`src/rtl/ifu_prefetch_pkg.sv`:
```
// Shared constants and types for the instruction-fetch prefetch unit.
package ifu_prefetch_pkg;

    localparam int unsigned DEF_ADDR_W = 32;
    localparam int unsigned DEF_INST_W = 32;
    localparam int unsigned PC_INC     = 4;

    typedef enum logic {
        BOOT = 1'b0,
        RUN  = 1'b1
    } state_t;

endpackage

```
`src/rtl/ifu_prefetch_fifo.sv`:
```
// ifu_fifo: synchronous FIFO with flush and registered-only output.
// Pushed data becomes visible at the head one cycle later.
// When the FIFO is full, a push is accepted only together with a pop.
module ifu_fifo #(
    parameter int unsigned WIDTH = 32,
    parameter int unsigned DEPTH = 4
) (
    input  logic                         clk,
    input  logic                         reset,
    input  logic                         flush,
    input  logic                         push,
    input  logic [WIDTH-1:0]             push_data,
    input  logic                         pop,
    output logic [WIDTH-1:0]             head,
    output logic                         valid,
    output logic [$clog2(DEPTH+1)-1:0]   count
);

    localparam int unsigned PTR_W = $clog2(DEPTH);
    localparam int unsigned CNT_W = $clog2(DEPTH + 1);

    logic [WIDTH-1:0] mem [DEPTH];
    logic [PTR_W-1:0] rd_ptr;
    logic [PTR_W-1:0] wr_ptr;
    logic [CNT_W-1:0] count_q;
    logic             full;
    logic             do_push;
    logic             do_pop;

    // Qualify push and pop against the current occupancy.
    always_comb begin
        full    = (count_q == CNT_W'(DEPTH));
        do_pop  = pop && (count_q != '0);
        do_push = push && (!full || do_pop);
    end

    // Storage array; no reset needed because the head is gated when empty.
    always_ff @(posedge clk) begin
        if (do_push && !flush) begin
            mem[wr_ptr] <= push_data;
        end
    end

    // Pointers and occupancy; a flush discards everything, including a same-cycle push.
    always_ff @(posedge clk or negedge reset) begin
        if (!reset) begin
            rd_ptr  <= '0;
            wr_ptr  <= '0;
            count_q <= '0;
        end else if (flush) begin
            rd_ptr  <= '0;
            wr_ptr  <= '0;
            count_q <= '0;
        end else begin
            if (do_push) wr_ptr <= wr_ptr + PTR_W'(1);
            if (do_pop)  rd_ptr <= rd_ptr + PTR_W'(1);
            unique case ({do_push, do_pop})
                2'b10:   count_q <= count_q + CNT_W'(1);
                2'b01:   count_q <= count_q - CNT_W'(1);
                default: count_q <= count_q;
            endcase
        end
    end

    // Head is zero whenever the queue is empty.
    always_comb begin
        valid = (count_q != '0);
        head  = valid ? mem[rd_ptr] : '0;
        count = count_q;
    end

endmodule

```
`src/rtl/ifu_prefetch.sv`:
```
// ifu_prefetch: sequential instruction prefetcher with redirect/flush.
// Define IFU_PERF_EN to add the perf_fetched / perf_dropped counters.
module ifu_prefetch
    import ifu_prefetch_pkg::*;
#(
    parameter int unsigned        ADDR_W   = DEF_ADDR_W,
    parameter int unsigned        INST_W   = DEF_INST_W,
    parameter int unsigned        DEPTH    = 4,
    parameter logic [ADDR_W-1:0]  RESET_PC = '0
) (
    input  logic              clk,
    input  logic              reset,
    input  logic              redirect_valid,
    input  logic [ADDR_W-1:0] redirect_pc,
    output logic              imem_req_valid,
    input  logic              imem_req_ready,
    output logic [ADDR_W-1:0] imem_req_addr,
    input  logic              imem_rsp_valid,
    input  logic [INST_W-1:0] imem_rsp_data,
    output logic              inst_valid,
    input  logic              inst_ready,
    output logic [INST_W-1:0] inst_data,
    output logic [ADDR_W-1:0] inst_pc
`ifdef IFU_PERF_EN
    ,
    output logic [31:0]       perf_fetched,
    output logic [31:0]       perf_dropped
`endif
);

    localparam int unsigned CNT_W = $clog2(DEPTH + 1);
    localparam int unsigned SUM_W = CNT_W + 2;
    localparam int unsigned ENT_W = ADDR_W + INST_W;

    state_t            state;
    state_t            state_next;
    logic              run;
    logic [ADDR_W-1:0] fetch_pc;
    logic [CNT_W-1:0]  drop_cnt;
    logic [CNT_W-1:0]  in_flight;
    logic [SUM_W-1:0]  budget_used;
    logic              req_fire;
    logic              rsp_keep;
    logic              inst_pop;

    logic [ADDR_W-1:0] pcq_head;
    logic              pcq_valid;
    logic [CNT_W-1:0]  pcq_count;
    logic [ENT_W-1:0]  pfq_head;
    logic              pfq_valid;
    logic [CNT_W-1:0]  pfq_count;

    // FSM state register.
    always_ff @(posedge clk or negedge reset) begin
        if (!reset) state <= BOOT;
        else        state <= state_next;
    end

    // FSM next state: one idle boot cycle, then run until reset.
    always_comb begin
        state_next = state;
        unique case (state)
            BOOT:    state_next = RUN;
            RUN:     state_next = RUN;
            default: state_next = BOOT;
        endcase
    end

    // FSM outputs.
    always_comb begin
        run = (state == RUN);
    end

    // Handshake qualification. The pc-queue count plus drop_cnt is the total
    // number of requests still awaiting a response, current and stale streams alike.
    always_comb begin
        in_flight      = drop_cnt + pcq_count;
        budget_used    = SUM_W'(pcq_count) + SUM_W'(drop_cnt) + SUM_W'(pfq_count);
        imem_req_valid = run && !redirect_valid && (budget_used < SUM_W'(DEPTH));
        imem_req_addr  = fetch_pc;
        req_fire       = imem_req_valid && imem_req_ready;
        rsp_keep       = imem_rsp_valid && !redirect_valid && (drop_cnt == '0) && pcq_valid;
        inst_pop       = pfq_valid && inst_ready && !redirect_valid;
    end

    // Fetch address and stale-response drop counter.
    always_ff @(posedge clk or negedge reset) begin
        if (!reset) begin
            fetch_pc <= {RESET_PC[ADDR_W-1:2], 2'b00};
            drop_cnt <= '0;
        end else if (redirect_valid) begin
            fetch_pc <= {redirect_pc[ADDR_W-1:2], 2'b00};
            // A response arriving this cycle retires one in-flight request.
            drop_cnt <= (imem_rsp_valid && (in_flight != '0)) ? in_flight - CNT_W'(1)
                                                               : in_flight;
        end else begin
            if (req_fire) fetch_pc <= fetch_pc + ADDR_W'(PC_INC);
            if (imem_rsp_valid && (drop_cnt != '0)) drop_cnt <= drop_cnt - CNT_W'(1);
        end
    end

    ifu_fifo #(
        .WIDTH (ADDR_W),
        .DEPTH (DEPTH)
    ) u_pc_q (
        .clk       (clk),
        .reset     (reset),
        .flush     (redirect_valid),
        .push      (req_fire),
        .push_data (fetch_pc),
        .pop       (rsp_keep),
        .head      (pcq_head),
        .valid     (pcq_valid),
        .count     (pcq_count)
    );

    ifu_fifo #(
        .WIDTH (ENT_W),
        .DEPTH (DEPTH)
    ) u_pf_q (
        .clk       (clk),
        .reset     (reset),
        .flush     (redirect_valid),
        .push      (rsp_keep),
        .push_data ({pcq_head, imem_rsp_data}),
        .pop       (inst_pop),
        .head      (pfq_head),
        .valid     (pfq_valid),
        .count     (pfq_count)
    );

    // Decode-side view of the prefetch queue head.
    always_comb begin
        inst_valid = pfq_valid;
        inst_pc    = pfq_head[ENT_W-1:INST_W];
        inst_data  = pfq_head[INST_W-1:0];
    end

`ifdef IFU_PERF_EN
    logic rsp_drop;

    // Responses not kept are those discarded as stale or killed by a redirect.
    always_comb begin
        rsp_drop = imem_rsp_valid && !rsp_keep;
    end

    // Saturating performance counters.
    always_ff @(posedge clk or negedge reset) begin
        if (!reset) begin
            perf_fetched <= '0;
            perf_dropped <= '0;
        end else begin
            if (inst_pop && (perf_fetched != '1)) perf_fetched <= perf_fetched + 32'd1;
            if (rsp_drop && (perf_dropped != '1)) perf_dropped <= perf_dropped + 32'd1;
        end
    end
`endif

endmodule

```
`config.mk`:
```
export PLATFORM = sky130hd
export DESIGN_NAME = ifu_prefetch
export DESIGN_NICKNAME = d
export VERILOG_FILES = /design/src/rtl/ifu_prefetch_pkg.sv /design/src/rtl/ifu_prefetch_fifo.sv /design/src/rtl/ifu_prefetch.sv
export SDC_FILE = /design/constraint.sdc
export NUM_CORES = 1
export LEC_CHECK = 0
export ABC_AREA = 1
export CAP_MARGIN = 20
export CORE_MARGIN = 2
export CORE_UTILIZATION = 45
export CTS_CLUSTER_DIAMETER = 60
export DETAILED_ROUTE_END_ITERATION = 8
export HOLD_SLACK_MARGIN = 0.03
export PLACE_DENSITY_LB_ADDON = 0.12
export SLEW_MARGIN = 10
export SYNTH_ARGS = -nofsm -noshare
export SYNTH_HDL_FRONTEND = slang
export SYNTH_SLANG_ARGS = --single-unit
```
`constraint.sdc`:
```
create_clock -name clk -period 10.4 [get_ports clk]
set_input_delay 2.08 -clock clk [delete_from_list [all_inputs] [get_ports clk]]
set_output_delay 2.08 -clock clk [all_outputs]
set_load 0.02 [all_outputs]
```
==> impl_metrics.env <==
export IMPL_path_max_fanout=43
export IMPL_synthTopCellsByArea="edfxtp_1 (62%), nor2_1 (8.8%), dfrtp_1 (6.7%), o21ai_0 (5.5%), nand2_1 (3.3%)"
export IMPL_gp_congestion=0.832
export IMPL_cts_htree_levels=2
export IMPL_cts_post_setup_buffers_inserted=0
export IMPL_synth_top_cell_by_area="edfxtp_1"
export IMPL_die_h_um=203
export IMPL_syn_cell_area_sq_um=17900
export IMPL_area_delta_synth_final_pct=19.4
export IMPL_path_delay_family="buffers and inverters"
export IMPL_io_buffers=163
export IMPL_clk_pin_slew_ns=0.05
export IMPL_max_slew_margin_pct=30.8
export IMPL_fin_setup_tns_ns=0
export IMPL_synthArstFlopShare_pct=11.4
export IMPL_worst_ep_arrival_time_ns=3.70
export IMPL_grt_max_degree=121
export IMPL_cp_start_kind="input pin"
export IMPL_vias=12000
export IMPL_worst_slack_ns=4.62
export IMPL_track_usage_pct=20.4
export IMPL_layout_drive_gt1_share_pct=6.61
export IMPL_critPathMaxStageDelay_ns=0.61
export IMPL_clkLatencyLatePin_ns=0.56
export IMPL_required_ns=8.32
export IMPL_fin_nets=1847
export IMPL_cts_tree="yes"
export IMPL_ys_flop_type="edfxtp_1"
export IMPL_setup_viol=0
export IMPL_viasPerCell=5.20
export IMPL_fin_crit_sh_pct=55.6
export IMPL_criticalPathCategory="input pin to primary output"
export IMPL_diodes=0
export IMPL_whs_ns=0.528
export IMPL_ant_nets=0
export IMPL_rows=73
export IMPL_final_hold_viol_count=0
export IMPL_ys_seq_area_share_pct=69.2
export IMPL_numClockSinks=420
export IMPL_max_cap_violations=0
export IMPL_numCtsBuffers=44
export IMPL_drtIter0Drc=745
export IMPL_fin_skew_ns=0.0158
export IMPL_die_area_sq_um=41400
export IMPL_pre_cts_slack_ns=4.61
export IMPL_drc_errors=0
export IMPL_clockBufferDepth=3
export IMPL_slowest_stage="clkdlybuf4s50_1"
export IMPL_synth_edf_count=372
export IMPL_synth_top_area_share_pct=62.4
export IMPL_dr_pass1_iters=5
export IMPL_filler_cell_count=3462
export IMPL_min_path_type="flip-flop to flip-flop"
export IMPL_synthTopCellsByCount="nor2_1 (421), edfxtp_1 (372), o21ai_0 (196)"
export IMPL_final_util_pct=54.1
export IMPL_cellLeakagePower_nw=7.54
export IMPL_place_area_sq_um=20000
export IMPL_hpwl_um=23200
export IMPL_ys_warnings_count=0
export IMPL_globalRouteOverflowTotal=0
export IMPL_tightest_slew_ns=1.04
export IMPL_core_area_sq_um=39500
export IMPL_stdcell_count=2311
export IMPL_outcome="completed"
export IMPL_die_x_um=203
export IMPL_ys_ff_latch=420
export IMPL_top_level_ports=168
export IMPL_worst_path_buf_inv=4
export IMPL_grt_pass1_wl_um=65200
export IMPL_power_density_nw_per_um2=247
export IMPL_cts_hold_buf=0
export IMPL_synth_distinct_cells=35
export IMPL_crit_cells=8
export IMPL_cp_cell_sequence="buf_2 -> buf_4 -> inv_6 -> nand2_2 -> nor2_4 -> nand2_1 -> nor2_1 -> clkdlybuf4s50_1"
export IMPL_wl_per_cell_um=18.0
export IMPL_ir_worst_vdd_uv=121
export IMPL_antenna_found_initial=0
export IMPL_fmax_mhz=173
export IMPL_clock_root_buffer="clkbuf_16"
export IMPL_post_cts_resize_count=0
export IMPL_hold_path_cell_count=1
export IMPL_yosysMostFrequentCell="nor2_1"
export IMPL_dp_cells=2233
export IMPL_finalPower_mw=5.27
export IMPL_syn_avg_cell_area_sq_um=11.1
export IMPL_r2r_cells=13
export IMPL_fin_area_sq_um=21400
export IMPL_start_util_pct=45.3
export IMPL_slew_violations=0
export IMPL_syn_inst=1607
export IMPL_cp_end_kind="primary output"
export IMPL_fin_crit_ns=5.78
export IMPL_first_global_vias=11600
export IMPL_drt_wl_total_um=41600
export IMPL_rsz0062_at_grt="no"
==> where the power goes <==
part / internal [mW] / switching [mW]
Sequential: 2.05 / 0.156
Clock: 0.844 / 0.625
Combinational: 0.582 / 1.01
==> cells by family (layout without fill, tap and decap cells) <==
group / Yosys count / in the layout / synth area share [%]
adders and majority gates: 22 / 22 / 1.79
buffers and inverters: 166 / 340 / 3.87
and+or+nand+nor: 642 / 642 / 14.3
DFF: 420 / 420 / 69.2
other: 2 / 7 / 0.0420
AOI/OAI and AO/OA: 328 / 328 / 9.54
xor gates and xnor gates: 27 / 27 / 1.32
==> worst paths after layout <==
| kind | start | slack (ns) | endpoint |
|---|---|---|---|
| max | redirect_valid | 4.62 | imem_req_valid |
| min | u_pf_q.wr_ptr[0]$_DFFE_PN0P_ | 0.53 | u_pf_q.wr_ptr[0]$_DFFE_PN0P_ |
| max reg2reg | u_pc_q.count[1]$_DFFE_PN0P_ | 6.23 | u_pc_q.mem[2][6]$_DFFE_PP_ |
| min reg2reg | u_pf_q.wr_ptr[0]$_DFFE_PN0P_ | 0.53 | u_pf_q.wr_ptr[0]$_DFFE_PN0P_ |
| max in group asynchronous | reset | 8.28 | u_pf_q.rd_ptr[0]$_DFFE_PN0P_ |
| min in group asynchronous | reset | 1.62 | run$_DFF_PN0_ |
==> placed cells by master, fill, tap and decap left out, types with 2 or more instances in the layout <==
master,Yosys,layout
nor2_1,421,413
clkinv_2,0,9
nand4_1,5,5
o21ai_2,2,2
xor2_1,20,20
o211ai_1,13,13
bufinv_16,0,2
o21ai_0,196,196
clkdlybuf4s50_1,0,161
buf_4,3,17
dfrtp_1,48,46
nor3_1,7,7
clkbuf_16,0,45
nor3_2,4,4
fa_1,6,6
inv_2,8,8
ha_1,16,16
buf_2,30,2
a31oi_1,3,3
nand2_2,4,4
clkinvlp_4,0,2
nand3_1,35,35
a21oi_1,98,98
nor2_2,3,5
xnor2_1,7,7
o21ai_1,12,12
nor2_4,2,8
o221ai_1,2,2
clkinv_1,0,5
clkbuf_1,41,11
nand2_1,159,159
inv_6,1,5
inv_1,73,72
conb_1,2,7
edfxtp_1,372,372
==> layout make-up <==
class	count	area, sq um	share of cell area (%)
tap	525	657	3.08
multi-input combinational	1026	4890	22.9
inverter	82	314	1.47
clock inverter	21	169	0.791
clock buffer	56	1170	5.47
timing repair buffer	181	1780	8.32
sequential	420	12400	58.0
==> per-layer routing <==
metal / track usage, % / vias up / part of all wire, %
met2: 34.0 / 300 / 48
met5: 0 / - / 0
met1: 27.9 / 5852 / 45
met3: 2.57 / 63 / 4.5
met4: 6.28 / 0 / 2.2
li1: - / 5795 / -
==> registers in the layout (all words and copies together) (netlist names) <==
register       flops
u_pf_q.wr_ptr      2
u_pc_q.count       3
u_pc_q.mem       120
imem_req_addr     30
run                1
u_pf_q.rd_ptr      2
u_pf_q.mem       252
u_pc_q.rd_ptr      2
u_pc_q.wr_ptr      2
u_pf_q.count       3
drop_cnt           3
No activity file was read; power rests on OpenSTA's default activity.
